**config.mk**
```make
export PLATFORM = sky130hd
export DESIGN_NAME = spi_config_controller_flat
export DESIGN_NICKNAME = d
export VERILOG_FILES = /design/src/rtl/spi_pkg.sv /design/src/rtl/spi_config_controller_if.sv /design/src/rtl/spi_tick_gen.sv /design/src/rtl/spi_config_controller.sv /design/src/flat_wrapper.sv
export SDC_FILE = /design/constraint.sdc
export NUM_CORES = 1
export LEC_CHECK = 0
export ABC_CLOCK_PERIOD_IN_PS = 2860
export BUFFER_PORTS_ARGS = -buffer_cell sky130_fd_sc_hd__buf_2
export CAP_MARGIN = 20
export CORE_ASPECT_RATIO = 1.25
export CORE_MARGIN = 2
export CORE_UTILIZATION = 30
export CTS_CLUSTER_SIZE = 25
export DETAILED_ROUTE_END_ITERATION = 10
export GPL_TIMING_DRIVEN = 0
export PLACE_DENSITY = 0.51
export SYNTH_ARGS = -nofsm -noshare
export SYNTH_HDL_FRONTEND = slang
export SYNTH_SLANG_ARGS = --single-unit
```
**constraint.sdc**
```tcl
create_clock -name clk -period 2.86 [get_ports clk]
set_input_delay 0.286 -clock clk [delete_from_list [all_inputs] [get_ports clk]]
set_output_delay 0.286 -clock clk [all_outputs]
set_load 0.005 [all_outputs]
```
**src/rtl/spi_pkg.sv**
```systemverilog
// Shared definitions for the SPI configuration initiator: FSM states,
// word size, clock mode and the divider limits.
package spi_pkg;

  localparam int SPI_WORD_BITS   = 32;
  localparam int SPI_BITCNT_W    = 6;
  localparam bit SPI_CPOL        = 1'b0;
  localparam bit SPI_CPHA        = 1'b0;
  localparam int SPI_CLK_DIV_MIN = 2;
  localparam int SPI_CLK_DIV_MAX = 255;

  typedef enum logic [2:0] {
    IDLE,
    SETUP,
    HIGH,
    LOW,
    HOLD,
    GAP
  } spi_state_t;

endpackage

```
**src/rtl/spi_config_controller_if.sv**
```systemverilog
// Host handshake plus SPI pin bundle for the configuration initiator.
// master = the initiator itself, slave = whatever drives start/tx_data/miso.
interface spi_config_controller_if #(
  parameter int WORD_BITS = spi_pkg::SPI_WORD_BITS
);

  logic                 start;
  logic [WORD_BITS-1:0] tx_data;
  logic                 busy;
  logic                 done;
  logic [WORD_BITS-1:0] rx_data;
  logic                 ss;
  logic                 sclk;
  logic                 mosi;
  logic                 miso;

  modport master (
    input  start, tx_data, miso,
    output busy, done, rx_data, ss, sclk, mosi
  );

  modport slave (
    output start, tx_data, miso,
    input  busy, done, rx_data, ss, sclk, mosi
  );

endinterface

```
**src/rtl/spi_tick_gen.sv**
```systemverilog
// Reloadable down-counter: tick is high for the one cycle in which the
// count reaches zero, i.e. CLK_DIV cycles after the last load.
module spi_tick_gen #(
  parameter int CLK_DIV = 4
) (
  input  logic clk,
  input  logic rst,
  input  logic load,
  output logic tick
);

  localparam int               CNT_W  = (CLK_DIV > 1) ? $clog2(CLK_DIV) : 1;
  localparam logic [CNT_W-1:0] RELOAD = CNT_W'(CLK_DIV - 1);

  logic [CNT_W-1:0] r_count;

  always_ff @(posedge clk or posedge rst) begin
    if (rst) begin
      r_count <= RELOAD;
    end else if (load) begin
      r_count <= RELOAD;
    end else begin
      r_count <= r_count - CNT_W'(1);
    end
  end

  assign tick = (r_count == '0);

endmodule

```
**src/rtl/spi_config_controller.sv**
```systemverilog
// Mode-0 SPI initiator: shifts one word out MSB-first on mosi while
// shifting the peripheral's reply in from miso, then holds ss high for a gap.
module spi_config_controller
  import spi_pkg::*;
#(
  parameter int CLK_DIV   = 4,
  parameter int WORD_BITS = SPI_WORD_BITS
) (
  input logic                     clk,
  input logic                     rst,
  spi_config_controller_if.master bus
);

  localparam logic [SPI_BITCNT_W-1:0] LAST_BIT = SPI_BITCNT_W'(WORD_BITS - 1);

  spi_state_t r_state;
  spi_state_t w_nextState;

  logic [WORD_BITS-1:0]    r_txShift;
  logic [WORD_BITS-1:0]    r_rxShift;
  logic [WORD_BITS-1:0]    r_rxData;
  logic [SPI_BITCNT_W-1:0] r_bitCnt;
  logic                    r_done;

  logic w_tick;
  logic w_load;
  logic w_accept;
  logic w_lastBit;
  logic w_ss;
  logic w_sclk;
  logic w_mosi;
  logic w_busy;

  // Every non-idle state leaves on a tick, so reloading on tick doubles as
  // reloading on state entry; parking in IDLE keeps the first period full.
  assign w_load    = w_tick || (r_state == IDLE);
  assign w_accept  = (r_state == IDLE) && bus.start;
  assign w_lastBit = (r_bitCnt == LAST_BIT);

  spi_tick_gen #(
    .CLK_DIV(CLK_DIV)
  ) u_tickGen (
    .clk (clk),
    .rst (rst),
    .load(w_load),
    .tick(w_tick)
  );

  always_ff @(posedge clk or posedge rst) begin
    if (rst) begin
      r_state <= IDLE;
    end else begin
      r_state <= w_nextState;
    end
  end

  always_comb begin
    w_nextState = r_state;
    w_ss        = 1'b1;
    w_sclk      = SPI_CPOL;
    w_mosi      = 1'b0;
    w_busy      = 1'b1;
    case (r_state)
      IDLE: begin
        w_busy = 1'b0;
        if (bus.start) w_nextState = SETUP;
      end
      SETUP: begin
        w_ss   = 1'b0;
        w_mosi = r_txShift[WORD_BITS-1];
        if (w_tick) w_nextState = HIGH;
      end
      HIGH: begin
        w_ss   = 1'b0;
        w_sclk = ~SPI_CPOL;
        w_mosi = r_txShift[WORD_BITS-1];
        if (w_tick) w_nextState = w_lastBit ? HOLD : LOW;
      end
      LOW: begin
        w_ss   = 1'b0;
        w_mosi = r_txShift[WORD_BITS-1];
        if (w_tick) w_nextState = HIGH;
      end
      HOLD: begin
        w_ss = 1'b0;
        if (w_tick) w_nextState = GAP;
      end
      GAP: begin
        if (w_tick) w_nextState = IDLE;
      end
      default: begin
        w_nextState = IDLE;
        w_busy      = 1'b0;
      end
    endcase
  end

  // miso is captured on the falling sclk edge; the tx shift on that same
  // edge is what moves mosi to the next bit while sclk goes low.
  always_ff @(posedge clk or posedge rst) begin
    if (rst) begin
      r_txShift <= '0;
      r_rxShift <= '0;
      r_rxData  <= '0;
      r_bitCnt  <= '0;
      r_done    <= 1'b0;
    end else begin
      r_done <= 1'b0;
      if (w_accept) begin
        r_txShift <= bus.tx_data;
        r_bitCnt  <= '0;
      end else if ((r_state == HIGH) && w_tick) begin
        r_rxShift <= {r_rxShift[WORD_BITS-2:0], bus.miso};
        r_txShift <= {r_txShift[WORD_BITS-2:0], 1'b0};
        r_bitCnt  <= r_bitCnt + SPI_BITCNT_W'(1);
      end else if ((r_state == HOLD) && w_tick) begin
        r_rxData <= r_rxShift;
        r_done   <= 1'b1;
      end
    end
  end

  assign bus.ss      = w_ss;
  assign bus.sclk    = w_sclk;
  assign bus.mosi    = w_mosi;
  assign bus.busy    = w_busy;
  assign bus.done    = r_done;
  assign bus.rx_data = r_rxData;

endmodule

```
**src/flat_wrapper.sv**
```systemverilog
// flat-port wrapper written by rule: the top's interface ports become plain ports
module spi_config_controller_flat import spi_pkg::*;
#(
  parameter int CLK_DIV   = 4,
  parameter int WORD_BITS = SPI_WORD_BITS
)
  (clk, rst, bus_start, bus_tx_data, bus_miso, bus_busy, bus_done, bus_rx_data, bus_ss, bus_sclk, bus_mosi);
  spi_config_controller_if #(.WORD_BITS(WORD_BITS)) bus_i ();
  input logic clk;
  input logic rst;
  input wire logic [$bits(bus_i.start)-1:0] bus_start;
  input wire logic [$bits(bus_i.tx_data)-1:0] bus_tx_data;
  input wire logic [$bits(bus_i.miso)-1:0] bus_miso;
  output wire logic [$bits(bus_i.busy)-1:0] bus_busy;
  output wire logic [$bits(bus_i.done)-1:0] bus_done;
  output wire logic [$bits(bus_i.rx_data)-1:0] bus_rx_data;
  output wire logic [$bits(bus_i.ss)-1:0] bus_ss;
  output wire logic [$bits(bus_i.sclk)-1:0] bus_sclk;
  output wire logic [$bits(bus_i.mosi)-1:0] bus_mosi;
  assign bus_i.start = bus_start;
  assign bus_i.tx_data = bus_tx_data;
  assign bus_i.miso = bus_miso;
  assign bus_busy = bus_i.busy;
  assign bus_done = bus_i.done;
  assign bus_rx_data = bus_i.rx_data;
  assign bus_ss = bus_i.ss;
  assign bus_sclk = bus_i.sclk;
  assign bus_mosi = bus_i.mosi;
  spi_config_controller #(.CLK_DIV(CLK_DIV), .WORD_BITS(WORD_BITS)) u_core (.clk(clk), .rst(rst), .bus(bus_i));
endmodule
```
==> flow_summary.rst, run 1 <==
.. list-table::
   :header-rows: 1

   * - Metric
     - Value
   * - Horiz. Die Dim
     - roughly 110 um
   * - Clock root cell
     - clkbuf_16
   * - Switching Power
     - 1010 uW
   * - Final Hold Vio Count
     - 0
   * - Grt total ovfl
     - 0
   * - Clock latency of the later-clocked register in the worst-skew pair
     - 0.35 ns
   * - DR pass1 iterations
     - 7
   * - Starting density of the core
     - 30.8%
   * - Max incr delay on CP
     - 0.53 ns
   * - Final nets
     - 520
   * - Top cells by area in the synthesized netlist
     - dfrtp_1 59%, nand2_1 8.7%, mux2_2 8.6%
   * - Antenna violations before repair
     - 0
   * - Standard-cell row count
     - 49
   * - Achievable frequency
     - 474 MHz
   * - Violated checks
     - DRC
   * - PortBufs
     - 72
   * - Unrepaired setup endpoints after global routing
     - no
   * - Share of Yosys cell area claimed by the top area cell type
     - between 50% and 60%
   * - Post-route DRC
     - 2
   * - Post-layout instance count excluding filler cells
     - 665
   * - Clock power share
     - 32.8%
   * - Total power of the final layout
     - 3700 uW
   * - Largest delay contributor family on the critical path
     - buffers and inverters
   * - Total routing usage reported by global routing
     - 13.1%
   * - Number of ports placed on the die boundary
     - 73
   * - Setup clock skew after layout
     - about 0.0066 ns
   * - Number of levels the H-tree was split into
     - 3
   * - Combined area of the multi-input logic cells
     - 1520 um2
   * - Vias in the first global route
     - 3291
   * - Count of placed standard cells including taps
     - 649
   * - Pre-CTS setup slack
     - 0.738 ns
   * - Final core utilization
     - 37.1%
   * - Launch point of the worst reg-to-reg path
     - u_core.u_tickGen.r_count[0]
   * - Flip-flop cell with the highest count after synthesis
     - dfrtp_1
   * - Max-slew headroom at the worst pin
     - about 45%
   * - Count of maximum capacitance violations
     - 0
   * - Filler Cells Inserted
     - around 1400
   * - Post-synthesis average cell area
     - ~11 um2
   * - Storage cell area
     - roughly 2700 um2
   * - Count of final max-slew check failures
     - 0
   * - Data arrival at the endpoint of the critical path
     - 2.33 ns
   * - Worst Max-Slew Pin Slew
     - about 0.82 ns
   * - Most numerous cell types in the synthesized netlist
     - 106 x dfrtp_1, 103 x nand2_1, 34 x mux2_2
   * - Antenna cells
     - 0
   * - Share of the clock period used by the worst path after layout
     - 73.7%
   * - Largest net degree at the start of global routing
     - 40
   * - Type of the worst setup path
     - register to register
   * - Iteration-0 DRC Markers
     - 110
   * - Sequential share of the synthesized area
     - 60.6%
   * - Post-DP HPWL
     - 6.60 mm
   * - Cell type of the slowest stage on the worst timing path
     - dfstp_2
   * - Count of distinct cell types in the synthesized netlist
     - 37
   * - RePlAce Congestion
     - ~0.75
   * - Worst Hold Class
     - input port to async pin
   * - Combinational cell fraction of total power
     - 14.1%
   * - Internal power
     - between 2000 and 3000 uW
   * - Number of buffers inserted during clock tree synthesis
     - 9
   * - PostCTS Resize Cnt
     - 0
   * - Mean routed wirelength per cell
     - between 10 and 15 um
   * - Floorplan die height
     - 140 um
   * - Critical path endpoint category
     - register
   * - Max rail drop VDD
     - between 0.3 and 0.4 mV
   * - Most repeated cell in the gate-level netlist after synthesis
     - dfrtp_1
   * - PwrDens
     - 689 nW/um2
   * - Growth of design area from synthesis to finish
     - 20.4%
   * - Number of enable-type register cells in the synthesized netlist
     - 0
   * - Setup bufs post-CTS
     - 0
   * - Clock tree from TritonCTS
     - done
   * - Cell-by-cell listing of the critical path
     - inv_1 > ha_1 > nand4bb_1 > buf_2 > clkbuf_1 > nor2_1 > a221o_1
   * - Die footprint
     - 15900 um2
   * - Synth Net Count
     - 435
   * - Post-synthesis instance area
     - 4460 um2
   * - Deepest clock path buffer count
     - 2
   * - Sort of element at the start of the critical path
     - register
   * - Reported leakage power
     - 0.00280 uW
   * - Max Fanout on Critical Path
     - 10
   * - Wirelength, routed
     - 9.78 mm
   * - Cell type with the highest aggregate area in the netlist
     - dfrtp_1
   * - Post-route setup slack
     - about 0.75 ns
   * - Final setup vio count
     - 0
   * - Instance count of the mapped netlist
     - 397
   * - Via count
     - roughly 3100
   * - Share of synthesized flip-flops with an asynchronous set or reset
     - 100%
   * - Number of clock sinks
     - 108
   * - Sw Ratio
     - around 27%
   * - Min Clock Period, post-route
     - between 2 and 2.5 ns
   * - First-pass GRT wire length
     - 16.5 mm
   * - Worst Setup SP
     - u_core.u_tickGen.r_count[0]
   * - Flops & latches, synth
     - 108
   * - Reg2reg setup slack
     - 0.75 ns
   * - Total negative slack for setup checks
     - 0 ns
   * - Syn. warnings
     - 0
   * - Fraction of final layout cells with drive strength greater than 1
     - 32.2%
   * - Clock slew at the register clock pins of the worst setup and hold paths
     - 0.07 ns
   * - Crit path buf inv count
     - 3
   * - Count of hold-fix buffers inserted at cts
     - 0
   * - Outcome
     - finished, violations left
   * - Core ar.
     - 14500 um2
   * - Power share of the sequential group
     - 53.1%
   * - Vias per Instance
     - 4.71
   * - Required time at the worst-slack endpoint
     - 3.09 ns
   * - Final antenna-violating net count
     - 0
## cell usage in the layout, fill, tap and decap left out, types with 6 or more instances in the layout
| cell type | instances |
|---|---|
| mux2_2 | 34 |
| a22oi_1 | 17 |
| clkbuf_16 | 9 |
| clkbuf_1 | 9 |
| o21ai_2 | 9 |
| inv_1 | 21 |
| o21ai_0 | 11 |
| a21oi_1 | 7 |
| a221o_1 | 14 |
| nor2_1 | 17 |
| buf_4 | 6 |
| buf_2 | 80 |
| nand2_1 | 103 |
| dfrtp_1 | 106 |
## layer usage
metal | wire length, um | global-route usage [%]
met4 | 212 | 5.33
met1 | 4360 | 16.3
met5 | 0 | 0
met3 | 408 | 3.29
met2 | 4800 | 21.7
## worst paths after layout
check                      depth (start not counted)                           to
max in group asynchronous                          3          u_core.r_txShift[1]
hold / removal                                     2       u_core.bus.rx_data[20]
hold reg to reg                                    1  u_core.u_tickGen.r_count[0]
min in group clk                                   3          u_core.r_rxShift[0]
setup reg to reg                                   7          u_core.r_txShift[3]
setup / recovery                                   7          u_core.r_txShift[3]
## worst register-to-register path, stage by stage (launching register included)
cell	delay (ns)
dfstp_2	0.53
inv_1	0.04
ha_1	0.29
nand4bb_1	0.13
buf_2	0.21
clkbuf_1	0.43
nor2_1	0.08
a221o_1	0.28
## cell type report
cell class	count	area share, %
Inverter	22	1.61
Clock buffer	10	4.45
Tap cell	178	4.14
Multi-Input combinational cell	241	28.3
Sequential cell	108	50.3
Buffer	26	2.84
Timing Repair Buffer	74	7.45
Clock inverter	6	0.861
## flip-flops by register name (all words and copies together) (netlist names)
register and count:
u_core.bus.rx_data 32, u_core.r_rxShift 32, u_core.u_tickGen.r_count 2, u_core.bus.done 1, u_core.r_txShift 32, u_core.r_state 3
u_core.r_bitCnt 6
## per-stage QoR
step / hold slack [ns] / instance area, um2
detailed placement: 0.437 / 5090
floorplan: 0.391 / 4470
global placement: 0.430 / 5050
global route: 0.123 / 5380
CTS: 0.0945 / 5380
finish: 0.0850 / 5380
## kinds of logic (layout without fill, tap and decap cells)
kind of cell | count (synthesis) | after routing | synth area share (%)
compound gates | 62 | 62 | 10.5
mux | 36 | 36 | 9.31
xor+xnor | 1 | 1 | 0.196
flops | 108 | 108 | 60.6
simple gates | 140 | 140 | 13.5
fa+ha+maj | 2 | 2 | 0.561
buf+inv | 48 | 138 | 5.27
## power groups by stage
stage,logic (uW),registers (uW),clock network [uW]
6_report,524,1970,1210
2_1_floorplan,412,1950,0
3_3_place_gp,503,1990,0
4_1_cts,533,1960,1250
3_5_place_dp,532,1990,0
5_1_grt,600,2000,1320
Note: power is estimated with default switching activity, not from simulation.
==> run 2, diff against run 1 <==
ABC_CLOCK_PERIOD_IN_PS = 2000   (was 2860)
PLACE_DENSITY = 0.5   (was 0.51)
clock period = 2 ns   (was 2.86 ns; I/O delays follow)
==> run 2 against run 1 <==
  * The run still ends with DRC left
  * Final area up 1.3%
  * Worst setup slack worse by 0.64 ns
  * Non-clock buffer count up 2
  * Clock-buffer cell count unchanged
  * Routed wire length shrank 1.8%
==> flow_summary.rst, run 2 (same netlist as run 1, synthesis figures left out) <==
.. list-table::
   :header-rows: 1

   * - Metric
     - Value
   * - Outcome
     - finished, violations left (unchanged)
   * - Violated checks
     - DRC (unchanged)
   * - GR peak layer
     - met2 (unchanged)
   * - Sw Ratio
     - 25.6% (was 27.2%)
   * - Total negative slack for setup checks
     - 0 ns (unchanged)
   * - RePlAce Congestion
     - 0.754 (was 0.748)
   * - Required time at the worst-slack endpoint
     - 2.26 ns (was 3.09 ns)
   * - Grt total ovfl
     - 0 (unchanged)
   * - Clock latency of the later-clocked register in the worst-skew pair
     - 0.35 ns (about the same)
   * - Vias per Instance
     - 4.64 (was 4.71)
   * - Worst Hold Class
     - input port to register (was input port to async pin)
   * - Global routing usage on met3
     - 2.47% (was 3.29%)
   * - Most common cell after layout, fill and taps aside
     - dfrtp_1 (unchanged)
   * - Number of levels the H-tree was split into
     - 3 (unchanged)
   * - Hold path startpoint
     - bus_miso
   * - Count of final max-slew check failures
     - 0 (unchanged)
   * - Combined area of the multi-input logic cells
     - 1550 um2 (was 1520 um2)
   * - Starting density of the core
     - 30.8% (unchanged)
   * - PortBufs
     - 72 (unchanged)
   * - Switching Power
     - 1360 uW (was 1010 uW)
   * - Number of clock sinks
     - 108 (unchanged)
   * - Critical path endpoint category
     - register (unchanged)
   * - Horiz. Die Dim
     - 113 um (unchanged)
   * - Via count
     - 3087 (was 3129)
   * - Iteration-0 DRC Markers
     - 159 (was 110)
   * - Clock slew at the register clock pins of the worst setup and hold paths
     - 0.06 ns (was 0.07 ns)
   * - Mean routed wirelength per cell
     - 14.4 um (was 14.7 um)
   * - Global-route track usage on met2
     - 21.5% (was 21.7%)
   * - Growth of design area from synthesis to finish
     - 22.0% (was 20.4%)
   * - Die footprint
     - 15900 um2 (unchanged)
   * - Total routing usage reported by global routing
     - 13.2% (was 13.1%)
   * - Most used cells in the layout excluding fill and tap cells
     - 106 x dfrtp_1, 103 x nand2_1, 78 x buf_2, 34 x mux2_2, 21 x inv_1 (was 106 x dfrtp_1, 103 x nand2_1, 80 x buf_2, 34 x mux2_2, 21 x inv_1)
   * - Storage cell area
     - 2710 um2 (unchanged)
   * - Power share of the sequential group
     - 52.7% (was 53.1%)
   * - Final nets
     - 522 (was 520)
   * - Post-DP HPWL
     - 6.58 mm (was 6.60 mm)
   * - End of the worst register-to-register path
     - u_core.r_bitCnt[0] (was u_core.r_txShift[3])
   * - Antenna cells
     - 0 (unchanged)
   * - Standard-cell row count
     - 49 (unchanged)
   * - Setup clock skew after layout
     - 0.00937 ns (was 0.00663 ns)
   * - Type of the worst setup path
     - register to register (unchanged)
   * - Count of maximum capacitance violations
     - 0 (unchanged)
   * - Unrepaired setup endpoints after global routing
     - no (unchanged)
   * - Met1 GRT Util
     - 17.2% (was 16.3%)
   * - Max rail drop VDD
     - 0.342 mV (was 0.312 mV)
   * - Hold path endpoint
     - u_core.r_rxShift[0]
   * - Post-layout instance count excluding filler cells
     - 665 (unchanged)
   * - Final antenna-violating net count
     - 0 (unchanged)
   * - Deepest clock path buffer count
     - 2 (unchanged)
   * - Antenna violations before repair
     - 0 (unchanged)
   * - Floorplan die height
     - 140 um (unchanged)
   * - PwrDens
     - 979 nW/um2 (was 689 nW/um2)
   * - Count of placed standard cells including taps
     - 650 (was 649)
   * - Sort of element at the start of the critical path
     - register (unchanged)
   * - Data arrival at the endpoint of the critical path
     - 2.15 ns (was 2.33 ns)
   * - Min Clock Period, post-route
     - 1.89 ns (was 2.11 ns)
   * - Max Fanout on Critical Path
     - 10 (unchanged)
   * - Clock root cell
     - clkbuf_16 (unchanged)
   * - Clock power share
     - 33.0% (was 32.8%)
   * - Max-slew headroom at the worst pin
     - 67.4% (was 44.9%)
   * - Wirelength, routed
     - 9.60 mm (was 9.78 mm)
   * - First-pass GRT wire length
     - 16.7 mm (was 16.5 mm)
   * - Fraction of final layout cells with drive strength greater than 1
     - 33.1% (was 32.2%)
   * - Achievable frequency
     - 529 MHz (was 474 MHz)
   * - Post-route DRC
     - 2 (unchanged)
   * - Depth of the most critical reg-to-reg path
     - 8 (was 7)
   * - Number of buffers inserted during clock tree synthesis
     - 9 (unchanged)
   * - DR pass1 iterations
     - 7 (unchanged)
   * - Reg2reg setup slack
     - 0.11 ns (was 0.75 ns)
   * - Combinational cell fraction of total power
     - 14.3% (was 14.1%)
   * - Launch point of the worst reg-to-reg path
     - u_core.u_tickGen.r_count[0] (unchanged)
   * - Final core utilization
     - 37.6% (was 37.1%)
   * - Internal power
     - 3960 uW (was 2700 uW)
   * - Largest net degree at the start of global routing
     - 41 (was 40)
   * - Number of ports placed on the die boundary
     - 73 (unchanged)
   * - Hold depth
     - 3
   * - Share of the clock period used by the worst path after layout
     - 94.5% (was 73.7%)
   * - Final Hold Vio Count
     - 0 (unchanged)
   * - Core ar.
     - 14500 um2 (unchanged)
   * - Reported leakage power
     - 0.00283 uW (was 0.00280 uW)
   * - Filler Cells Inserted
     - 1451 (was 1437)
   * - Vias in the first global route
     - 3332 (was 3291)
   * - Final setup vio count
     - 0 (unchanged)
   * - Worst Max-Slew Pin Slew
     - 0.489 ns (was 0.824 ns)
   * - Clock tree from TritonCTS
     - done (unchanged)
## run 2: changes by cell type in the layout (fill, tap and decap cells not counted), sizes merged
cell         change
bufinv           +1
clkbuf           +1
clkinv           +1
clkinvlp         -1
dlygate4sd3      +1
inv              -3
## run 2: metal layers
metal	wire length (um)	up-vias
li1	-	1514
met3	318	11
met1	4510	1505
met5	0	-
met2	4620	57
met4	153	0
## run 2: worst max-delay path, stage by stage, from the launching register on
cell and delay [ns]:
dfstp_2 0.53, inv_1 0.06, ha_4 0.19, and4bb_1 0.20, buf_6 0.15, or2_1 0.22, clkbuf_4 0.18, buf_8 0.16
mux2i_4 0.12
## run 2: worst max path at each step
stage | end | start | cells past startpoint | slack (ns)
2_1_floorplan | u_core.r_bitCnt[0] | u_core.u_tickGen.r_count[0] | 8 | 0.17
4_1_cts | u_core.r_bitCnt[0] | u_core.u_tickGen.r_count[0] | 8 | 0.06
3_5_place_dp | u_core.r_txShift[5] | u_core.u_tickGen.r_count[0] | 7 | -0.13
6_report | u_core.r_bitCnt[0] | u_core.u_tickGen.r_count[0] | 8 | 0.11
5_1_grt | u_core.r_txShift[1] | u_core.u_tickGen.r_count[0] | 7 | 0.02
3_3_place_gp | u_core.r_txShift[18] | rst | 2 | -0.27
## run 2: final cells by class
| class | instances | area share [%] |
|---|---|---|
| Multi-Input combinational cell | 241 | 28.4 |
| Clock buffer | 10 | 4.39 |
| Inverter | 22 | 1.59 |
| Clock inverter | 4 | 0.942 |
| Tap cell | 178 | 4.09 |
| Buffer | 26 | 3.03 |
| Timing Repair Buffer | 76 | 7.90 |
| Sequential cell | 108 | 49.7 |
## run 2: stage by stage
stage / instance area (um2) / hold WS, ns / setup WS (ns) / power, uW
floorplan: 4470 / 0.305 / 0.173 / 3370
global placement: 5050 / 0.394 / -0.265 / 3560
detailed placement: 5110 / 0.154 / -0.134 / 3610
CTS: 5420 / 0.0443 / 0.0550 / 5420
global route: 5450 / 0.0753 / 0.0212 / 5660
finish: 5450 / 0.0609 / 0.110 / 5330
## run 2: repair_timing
action,4_1_cts,5_1_grt
gates cloned,0,0
buffers inserted,0,0
pin swaps,0,0
hold buffers,1,0
endpoints found under the setup margin,21,13
endpoints found under the hold margin,9,0
resized for setup,5,6
## run 2: power by group through the flow
stage	logic, uW	registers, uW	clock network (uW)
floorplan	589	2780	0
global placement	726	2840	0
detailed placement	770	2840	0
CTS	775	2800	1840
global route	873	2860	1920
finish	762	2810	1760
==> run 3, diff against run 2 <==
CELL_PAD_IN_SITES_DETAIL_PLACEMENT = 1   (was default)
CELL_PAD_IN_SITES_GLOBAL_PLACEMENT = 2   (was default)
PLACE_DENSITY = 0.69   (was 0.5)
==> run 3 against run 2 <==
  * The flow still finishes with violations (DRC)
  * Routed wire length is 8.1% higher
  * Hold slack worse by 0.047 ns
  * Final cell count stayed put
  * Core utilization hardly changed
  * Sequential cell count stayed put
  * Sequential power hardly changed
  * Final area hardly changed
  * Combinational power is 1% higher
  * First-iteration DRC count is 6.9% higher
  * Sequential share of layout area hardly changed
==> flow_summary.rst, run 3 (same netlist as run 1, synthesis figures left out) <==
.. list-table::
   :header-rows: 1

   * - Metric
     - Value
   * - Outcome
     - finished, violations left (unchanged)
   * - Violated checks
     - DRC (unchanged)
   * - Final setup vio count
     - 0 (unchanged)
   * - Power share of the sequential group
     - 50.8% (was 52.7%)
   * - Max rail drop VDD
     - 0.435 mV (was 0.342 mV)
   * - Via count
     - 3160 (was 3087)
   * - Clock root cell
     - clkbuf_16 (unchanged)
   * - Clock latency of the later-clocked register in the worst-skew pair
     - 0.36 ns (was 0.35 ns)
   * - Deepest clock path buffer count
     - 2 (unchanged)
   * - Type of the worst setup path
     - register to register (unchanged)
   * - PwrDens
     - 1020 nW/um2 (was 979 nW/um2)
   * - Wirelength, routed
     - 10.4 mm (was 9.60 mm)
   * - DR pass1 iterations
     - 7 (unchanged)
   * - Count of placed standard cells including taps
     - 649 (was 650)
   * - Mean routed wirelength per cell
     - 15.6 um (was 14.4 um)
   * - Max-slew headroom at the worst pin
     - 41.8% (was 67.4%)
   * - Clock tree from TritonCTS
     - done (unchanged)
   * - Count of maximum capacitance violations
     - 0 (unchanged)
   * - Internal power
     - 4070 uW (was 3960 uW)
   * - Share of the clock period used by the worst path after layout
     - 95.0% (was 94.5%)
   * - Reported leakage power
     - 0.00283 uW (about the same)
   * - PortBufs
     - 72 (unchanged)
   * - Antenna violations before repair
     - 0 (unchanged)
   * - Achievable frequency
     - 526 MHz (was 529 MHz)
   * - Setup clock skew after layout
     - 0.00814 ns (was 0.00937 ns)
   * - Antenna cells
     - 0 (unchanged)
   * - Worst Hold Class
     - input port to async pin (was input port to register)
   * - Data arrival at the endpoint of the critical path
     - 2.18 ns (was 2.15 ns)
   * - Standard-cell row count
     - 49 (unchanged)
   * - Min Clock Period, post-route
     - 1.90 ns (was 1.89 ns)
   * - Setup bufs post-CTS
     - 0 (unchanged)
   * - Cell type of the slowest stage on the worst timing path
     - dfstp_2 (unchanged)
   * - Max incr delay on CP
     - 0.53 ns (about the same)
   * - Number of ports placed on the die boundary
     - 73 (unchanged)
   * - Grt total ovfl
     - 0 (unchanged)
   * - Filler Cells Inserted
     - 1619 (was 1451)
   * - Critical path endpoint category
     - register (unchanged)
   * - Most used cells in the layout excluding fill and tap cells
     - 106 x dfrtp_1, 103 x nand2_1, 78 x buf_2, 34 x mux2_2, 21 x inv_1 (unchanged)
   * - Required time at the worst-slack endpoint
     - 2.28 ns (was 2.26 ns)
   * - Combinational cell fraction of total power
     - 13.9% (was 14.3%)
   * - Post-layout instance count excluding filler cells
     - 665 (unchanged)
   * - Final hold slack
     - 0.0137 ns (was 0.0609 ns)
   * - Count of final max-slew check failures
     - 0 (unchanged)
   * - Cell-by-cell listing of the critical path
     - inv_1 > ha_4 > and4bb_1 > buf_6 > or2_1 > clkbuf_4 > buf_8 > mux2i_4 (unchanged)
   * - Largest net degree at the start of global routing
     - 41 (unchanged)
   * - Post-DP HPWL
     - 7.10 mm (was 6.58 mm)
   * - Sw Ratio
     - 26.4% (was 25.6%)
   * - Total power of the final layout
     - 5530 uW (was 5330 uW)
   * - Sort of element at the start of the critical path
     - register (unchanged)
   * - Die footprint
     - 15900 um2 (unchanged)
   * - Post-route DRC
     - 7 (was 2)
   * - Largest delay contributor family on the critical path
     - buffers and inverters (unchanged)
   * - Floorplan die height
     - 140 um (unchanged)
   * - Horiz. Die Dim
     - 113 um (unchanged)
   * - Worst Max-Slew Pin Slew
     - 0.871 ns (was 0.489 ns)
   * - First-pass GRT wire length
     - 17.5 mm (was 16.7 mm)
   * - Iteration-0 DRC Markers
     - 170 (was 159)
   * - Final Hold Vio Count
     - 0 (unchanged)
   * - RePlAce Congestion
     - 0.693 (was 0.754)
   * - Vias per Instance
     - 4.75 (was 4.64)
   * - Number of levels the H-tree was split into
     - 3 (unchanged)
   * - Switching Power
     - 1460 uW (was 1360 uW)
   * - Unrepaired setup endpoints after global routing
     - no (unchanged)
   * - Final antenna-violating net count
     - 0 (unchanged)
   * - Core ar.
     - 14500 um2 (unchanged)
   * - Number of buffers inserted during clock tree synthesis
     - 9 (unchanged)
   * - Clock power share
     - 35.2% (was 33.0%)
   * - Total routing usage reported by global routing
     - 14.0% (was 13.2%)
   * - Number of clock sinks
     - 108 (unchanged)
   * - Clock slew at the register clock pins of the worst setup and hold paths
     - 0.07 ns (was 0.06 ns)
   * - Growth of design area from synthesis to finish
     - 21.9% (was 22.0%)
   * - Max Fanout on Critical Path
     - 10 (unchanged)
   * - Final nets
     - 520 (was 522)
   * - Crit path buf inv count
     - 4 (unchanged)
   * - Vias in the first global route
     - 3409 (was 3332)
   * - Fraction of final layout cells with drive strength greater than 1
     - 33.1% (unchanged)
   * - Most common cell after layout, fill and taps aside
     - dfrtp_1 (unchanged)
   * - Starting density of the core
     - 30.8% (unchanged)
[run 3: cell types whose count changed in the layout (fill, tap and decap cells not counted), sizes merged]
| cell | before | now |
|---|---|---|
| inv | 21 | 22 |
| dlygate4sd3 | 1 | 0 |
| clkinvlp | 2 | 3 |
| buf | 91 | 90 |
| bufinv | 1 | 2 |
| clkinv | 2 | 1 |
[run 3: stage by stage]
stage / setup WS, ns / instance area (um2) / setup TNS [ns] / util [%]
2_1_floorplan: 0.173 / 4470 / 0 / -
3_3_place_gp: -0.312 / 5050 / -33.30 / 34.9
3_5_place_dp: -0.143 / 5090 / -1.34 / 35.2
4_1_cts: 0.0462 / 5420 / 0 / 37.5
5_1_grt: 0.00389 / 5440 / 0 / 37.6
6_report: 0.100 / 5440 / 0 / 37.6
[run 3: final timing paths]
check,slack (ns),end,startpoint,cells after the start
worst max-delay path,0.1,u_core.r_bitCnt[0],u_core.u_tickGen.r_count[0],8
worst min-delay path,0.01,u_core.r_txShift[3],rst,2
worst max register to register,0.1,u_core.r_bitCnt[0],u_core.u_tickGen.r_count[0],8
worst min register to register,0.45,u_core.u_tickGen.r_count[0],u_core.u_tickGen.r_count[0],1
max in group asynchronous,1.28,u_core.u_tickGen.r_count[0],rst,3
min in group clk,0.04,u_core.r_rxShift[0],bus_miso,3
[run 3: cell type report]
class	count	area, um2	share of cell area [%]
clock buffers	10	229	4.21
well taps	178	223	4.09
repair buffers	74	400	7.36
multi-input cells	241	1540	28.4
plain buffers	26	165	3.04
inverters	22	86.3	1.59
clock inverters	6	88.8	1.63
flip-flops and latches	108	2710	49.7
[run 3: worst reg2reg max path: cells and delay by family (launching register included)]
family	cells	cell delay, ns
fa+ha+maj	1	0.19
buf+inv	4	0.56
flops	1	0.53
mux	1	0.12
simple gates	2	0.42
[run 3: layer usage]
layer,GRT usage (%),part of all wire [%],up-vias
met3,2.08,2.9,13
met4,7.12,2.4,0
li1,-,-,1499
met2,23.0,49,44
met5,0,0,-
met1,17.9,45,1604
[run 3: what timing repair did]
action,CTS,global route
hold buffers,0,0
setup endpoints to repair,32,36
gates resized for setup,5,6
[run 3: power by group through the flow]
| stage | Combinational (uW) | Sequential [uW] | Clock (uW) |
|---|---|---|---|
| 2_1_floorplan | 589 | 2780 | 0 |
| 3_3_place_gp | 728 | 2840 | 0 |
| 3_5_place_dp | 773 | 2860 | 0 |
| 4_1_cts | 782 | 2820 | 2010 |
| 5_1_grt | 887 | 2870 | 2080 |
| 6_report | 771 | 2810 | 1950 |
